<file path="config.mk">
export PLATFORM = sky130hd
export DESIGN_NAME = jk_reg_bank
export DESIGN_NICKNAME = d
export VERILOG_FILES = /design/src/rtl/jk_reg_bank.sv
export SDC_FILE = /design/constraint.sdc
export NUM_CORES = 1
export LEC_CHECK = 0
export ABC_AREA = 1
export CAP_MARGIN = 25
export CORE_MARGIN = 1.5
export CORE_UTILIZATION = 40
export CTS_BUF_LIST = sky130_fd_sc_hd__clkbuf_8
export CTS_CLUSTER_SIZE = 20
export DETAILED_ROUTE_END_ITERATION = 16
export GPL_TIMING_DRIVEN = 0
export PLACE_DENSITY = 0.87
export SYNTH_ARGS = -nofsm -noshare
export SYNTH_HDL_FRONTEND = slang
export SYNTH_SLANG_ARGS = --single-unit
</file>
<file path="constraint.sdc">
create_clock -name iClk -period 1.4 [get_ports iClk]
set_clock_uncertainty 0.15 [all_clocks]
set_input_delay 0.28 -clock iClk [delete_from_list [all_inputs] [get_ports iClk]]
set_output_delay 0.28 -clock iClk [all_outputs]
set_load 0.02 [all_outputs]
</file>
<file path="src/rtl/jk_reg_bank.sv">
// Prescaled bank of JK flip-flops with up/down/hold counter modes and terminal-count flag.
// Optional JK_REG_BANK_LOAD_EN adds a parallel load (iLoad/iData) applied at the update edge.
module jk_reg_bank #(
    parameter int OLD_HZ = 10,
    parameter int NEW_HZ = 1,
    parameter int WIDTH  = 4
) (
    input  logic             iClk,
    input  logic             iReset,
    input  logic [WIDTH-1:0] iJ,
    input  logic [WIDTH-1:0] iK,
    input  logic [1:0]       iMode,
`ifdef JK_REG_BANK_LOAD_EN
    input  logic             iLoad,
    input  logic [WIDTH-1:0] iData,
`endif
    output logic [WIDTH-1:0] oQ,
    output logic [WIDTH-1:0] oQ_bar,
    output logic             oclk_div,
    output logic             oTick,
    output logic             oTC
);

    localparam int DIV = OLD_HZ / NEW_HZ;
    localparam int PW  = (DIV > 2) ? $clog2(DIV) : 1;

    localparam logic [PW-1:0] PRESC_LAST = PW'(DIV - 1);
    localparam logic [PW-1:0] PRESC_HALF = PW'(DIV / 2);

    localparam logic [1:0] MODE_BANK = 2'b00;
    localparam logic [1:0] MODE_UP   = 2'b01;
    localparam logic [1:0] MODE_DOWN = 2'b10;
    localparam logic [1:0] MODE_HOLD = 2'b11;

    generate
        if (NEW_HZ < 1 || WIDTH < 1) begin : g_bad_param
            $error("jk_reg_bank: NEW_HZ and WIDTH must be at least 1");
        end else if ((OLD_HZ % NEW_HZ) != 0 || DIV < 2) begin : g_bad_div
            $error("jk_reg_bank: OLD_HZ must be a multiple of NEW_HZ with a ratio of at least 2");
        end
    endgenerate

    logic [PW-1:0]    presc;
    logic [PW-1:0]    presc_next;
    logic             tick;
    logic [WIDTH-1:0] q;
    logic [WIDTH-1:0] q_mode;
    logic [WIDTH-1:0] q_next;

    assign tick = (presc == PRESC_LAST);

    always_comb begin
        presc_next = presc + PW'(1);
        if (tick) begin
            presc_next = '0;
        end
    end

    // Per-bit JK characteristic: set on J, clear on K, toggle on both.
    always_comb begin
        q_mode = q;
        case (iMode)
            MODE_BANK: q_mode = (~q & iJ) | (q & ~iK);
            MODE_UP:   q_mode = q + WIDTH'(1);
            MODE_DOWN: q_mode = q - WIDTH'(1);
            MODE_HOLD: q_mode = q;
            default:   q_mode = q;
        endcase
    end

    always_comb begin
        q_next = q_mode;
`ifdef JK_REG_BANK_LOAD_EN
        if (iLoad) begin
            q_next = iData;
        end
`endif
    end

    // Mode/load are only sampled on the wrap edge, so mid-interval changes wait for the next tick.
    always_ff @(posedge iClk) begin
        if (iReset) begin
            presc <= '0;
            q     <= '0;
        end else begin
            presc <= presc_next;
            if (tick) begin
                q <= q_next;
            end
        end
    end

    assign oQ       = q;
    assign oQ_bar   = ~q;
    assign oTick    = tick;
    assign oclk_div = (presc >= PRESC_HALF);
    assign oTC      = ((iMode == MODE_UP)   && (&q)) ||
                      ((iMode == MODE_DOWN) && (~|q));

endmodule

</file>
**Word-level counts from Yosys, hierarchy flattened**

Cells that the tools add are included.

- Register bits after elaboration: 8
- Memory bits (read-only): 0
- Latch bits: 0
- Memories: 0
- Bits in writable memories: 0

- Div/mod/pow operators: 0
- Multipliers: 0
- $lt $le $gt $ge: 1
- Muxes and demuxes: 1
- Add/subtract/negate cells: 3
- Shift operators: 0
- Eq/ne operators: 4
- Bitwise gates (word level): 6
- Reduce and logical (&&, ||, !) cells: 9

Operators by type and width:

| cell | count |
|---|---|
| 4-bit case mux with 3 select lines | 1 |
| 4-bit by 1-bit adder with 4-bit output, second input constant | 2 |
| 4-bit bitwise AND | 2 |
| 4-bit NOT | 2 |
| 2-bit == test, second input constant | 2 |
| 4-bit == test, second input constant | 1 |
| 4-bit by 3-bit greater-or-equal comparator with 1-bit output, second input constant | 1 |
| 4-bit bitwise OR | 1 |
| 4-bit AND reduction | 1 |
| 4-bit OR reduction | 1 |
| 4-bit by 1-bit subtractor with 4-bit output, second input constant | 1 |
| 2-bit by 1-bit == test with 1-bit output, second input constant | 1 |
| 1-bit logical AND | 2 |
| 2-bit zero test | 1 |
| 2-bit AND reduction | 1 |
| 2-bit OR reduction | 1 |
| 1-bit zero test | 1 |
| 1-bit logical OR | 1 |
| 1-bit NOT | 1 |

**Longest topological paths before layout**

- Depth after elaboration: 4
- Mapped depth: 10
- Depth with buffers taken out: 10

**Worst setup path before layout**

Ideal clock, no wire load.

- Path kind: input-to-reg
- Start: input port iMode[0]
- End: register q[2], in the netlist oQ[2]
- Path buffers: 0
- Setup time: 0.070 ns
- Data required time: 1.180 ns
- Path slack: -0.134 ns
- Cell stages on the path: 10
- Arrival: 1.314 ns
- Path through: inv_1 > ha_1 > nand2_1 > inv_1 > nor2_1 > ha_1 > a21oi_1 > xnor2_1 > nand2_1 > a21oi_1

- Word-level cells in the longest chain between the ends: 3

Ends and longest elaborated chain:

| what | line | text |
|---|---|---|
| from (decl) | 12 | `input logic [1:0] iMode,` |
| parallel branches: the longest is 3 deep, another holds 4-bit case mux with 3 select lines | n/a |  |
| to (signal assigned) | 88 | `q <= q_next;` |
| to (decl) | 46 | `logic [WIDTH-1:0] q;` |

Parallel ways; which one is timed is not known.
A chain may end at the register's enable or synchronous reset.

**Final worst setup path**

- Start: register q[0], in the netlist oQ[0]
- End: output port oTC

- Word-level cells in the longest chain between the ends: 4

Ends and longest elaborated chain:

| what | line | text |
|---|---|---|
| 4-bit OR reduction | 98 | `((iMode == MODE_DOWN) && (~\|q));` |
| 1-bit zero test | 98 |  |
| 1-bit logical AND | 98 |  |
| 1-bit logical OR * | 97 | `assign oTC = ((iMode == MODE_UP) && (&q)) \|\|` |
| to (decl) | 21 | `output logic oTC` |

Mark *: on every way between the ends. The rest lies on a longest branch, timed or not.

==> flow_metrics.py <==
metrics = {
    "power": {
        "switching_share": 0.2799,
        "ir_drop_mv": 0.6126,
        "p_switching_w": 0.0001991,
        "p_clk_frac": 0.408,
        "seq_power_share": 0.340,
        "power.internal_w": 0.0005123,
        "p_leak_nw": 0.4957,
        "combPwrFrac": 0.252,
        "power_density_nw_per_um2": 658.1,
    },
    "outcome": {
        "run_status": "finished with violations",
        "violations": "setup timing",
    },
    "worst_setup_path": {
        "cp-start-kind": "flip-flop",
        "crit_path_cell_trace": "inv_2, nand4_1, o22ai_4, buf_6",
        "cp.required_ns": 0.97,
        "end_kind": "output port",
        "critical_path_class": "reg -> out",
        "r2r_slack_ns": -0.13,
        "crit_start": "oQ[0]",
        "max_stage_delay_ns": 0.35,
        "crit_slowest_cell": "dfxtp_2",
        "critPathArrivalTime_ns": 1.11,
        "reg2reg_depth": 9,
        "setup.worst_path.end": "oTC",
        "r2r_start": "oQ[1]",
        "reg2reg_to": "oQ[2]",
        "crit_fanout": 5,
    },
    "synth": {
        "seq_area_frac_synth": 0.2661,
        "avgSynthCellArea_sq_um": 6.998,
        "ys_ff_latch": 8,
        "synth_cell_types": 19,
        "synth_cells": 86,
        "yosysWarnings": 0,
        "synthesis.area_sq_um": 601.8,
        "syn-num-nets": 106,
    },
    "cells_and_area": {
        "fin_cells": 136,
        "post-route-util": 0.8007,
        "final_common_cell": "inv_1",
        "insertedDiodeCount": 0,
        "final_cell_mix": "inv_1, nand2_1, clkdlybuf4s50_1, buf_4",
        "layout-drive-gt1-share": 0.5124,
        "area_delta_synth_final_pct": 79.63,
        "finalNetCount": 142,
    },
    "global_route": {
        "grt_start_max_net_pins": 6,
        "grt_use_total": 0.2468,
        "busiest_layer": "met2",
        "met2_usage": 0.4750,
        "grtUsageMet1": 0.2560,
        "grt_pass1_wl_um": 3167,
        "grt_pass1_vias": 705,
        "antenna_found_initial": 0,
        "met3_usage": 0.08261,
        "grt-ovfl-total": 0,
    },
    "clocking": {
        "cts_root_buffer": "clkbuf_8",
        "numCtsBuffers": 3,
        "clk_pin_slew_worst_paths_ns": 0.05,
        "cts_tree": "built",
        "clock_path_buffers": 2,
        "numClockSinks": 8,
        "insertion_delay_ns": 0.23,
        "cts_hold_buf": 0,
        "htreeDepth": 1,
    },
    "timing": {
        "worstMarginPinSlew_ns": 0.2440,
        "fmax_mhz": 647.5,
        "slew_violations": 0,
        "timing.slew.headroom": 0.8371,
        "setup_violations": 9,
        "rsz0062_at_grt": "yes",
        "setup_slack_ns": -0.1443,
        "hold_violations": 0,
        "fin_crit_sh": 1.103,
        "finalCriticalPeriod_ns": 1.544,
    },
    "drt": {
        "drc": 0,
        "drt_iter0_drc": 10,
        "drt-total-wl_um": 2254,
        "routed_via_density": 5.441,
        "postRouteAntennaNets": 0,
        "wire_per_inst_um": 16.57,
        "drtPass1Iterations": 4,
        "num_vias": 740,
    },
    "floorplan": {
        "io-pin-count": 23,
        "rows": 13,
        "core_sq_um": 1350,
        "die_width_um": 41.79,
        "dieHeight_um": 41.79,
        "start_util": 0.4458,
        "dieArea_sq_um": 1746,
    },
    "placed_design": {
        "place_congestion": 0.7849,
        "hpwl_um": 1180,
        "io_buffer_count": 22,
        "place_ws_ns": -1.025,
        "place_inst": 123,
    },
    "flow_run": {
        "cap_violations": 0,
    },
    "min_path": {
        "min_path_type": "reg -> reg",
    },
}
[synthesized netlist by cell type]
library cell,instances,area share
o21bai_1,1,0.012
nand2_2,1,0.010
dfxtp_1,8,0.27
o21ai_0,7,0.058
nand3_1,4,0.033
nand2_1,13,0.081
a21oi_1,6,0.050
inv_2,2,0.012
a31oi_1,1,0.010
inv_1,16,0.10
o21ai_1,2,0.017
nand4_1,2,0.021
or2_4,1,0.015
o22ai_1,1,0.010
o211a_1,1,0.017
xnor2_1,3,0.044
ha_1,8,0.17
nor2_1,8,0.050
nor3_4,1,0.027
[through the flow]
stage	total power [W]	hold WS [ns]	setup TNS, ns	cell area, sq um
after detailed placement	0.0003811	0.3026	-4.985	889.6
after global placement	0.0003759	0.2956	-4.657	889.6
after global routing	0.0007468	0.4216	-1.383	1081
after floorplan	0.0003246	0.2851	-0.1450	650.6
final	0.0007115	0.4063	-0.8271	1081
after CTS	0.0006842	0.3981	-0.6081	1033
[cell type report]
class | count | area, sq um
Clock inverter | 1 | 3.754
Clock buffer | 3 | 41.29
Fill cell | 86 | 269.0
Timing Repair Buffer | 31 | 259.0
Tap cell | 15 | 18.77
Inverter | 18 | 77.57
Sequential cell | 8 | 177.7
Multi-Input combinational cell | 60 | 503.0
[registers in the layout, summed over array words and instances, names as in the netlist]
name and cells:
oQ 4, presc 4
[routing by layer]
metal  share of wire  wire [um]
met5               0          0
met1            0.37        829
met2            0.55       1238
met3           0.067        152
met4           0.015         34
[worst min path at each step]
stage,startpoint,to,depth (start not counted)
finish,presc[0],presc[0],2
global route,presc[0],presc[0],2
CTS,presc[0],presc[0],2
detailed placement,presc[0],presc[0],1
global placement,presc[0],presc[0],1
floorplan,presc[0],presc[0],1
[cells by family after synthesis]
| group | Yosys count | share of synthesized area |
|---|---|---|
| xor gates and xnor gates | 3 | 0.04367 |
| and+or+nand+nor | 30 | 0.2370 |
| buffers and inverters | 18 | 0.1123 |
| AOI/OAI and AO/OA | 19 | 0.1747 |
| DFF | 8 | 0.2661 |
| adders and majority gates | 8 | 0.1663 |
[repair_timing]
item	in CTS	in global routing
buffers inserted	9	0
gates resized for setup	60	31
pin swaps	4	9
cloned	0	0
setup endpoints to repair	15	14
[power groups by stage]
stage / clock network [W] / logic (W) / registers (W)
2_1_floorplan: 0 / 0.0000744 / 0.000250
3_3_place_gp: 0 / 0.000125 / 0.000251
3_5_place_dp: 0 / 0.000130 / 0.000252
4_1_cts: 0.000298 / 0.000147 / 0.000240
5_1_grt: 0.000311 / 0.000193 / 0.000243
6_report: 0.000290 / 0.000180 / 0.000242
[worst max-delay path, delay by kind of cell (launching register included)]
| family | cells | cell delay (ns) |
|---|---|---|
| flops | 1 | 0.35 |
| buf+inv | 2 | 0.25 |
| simple gates | 1 | 0.15 |
| compound gates | 1 | 0.13 |
(Power assumes the default switching activity.)
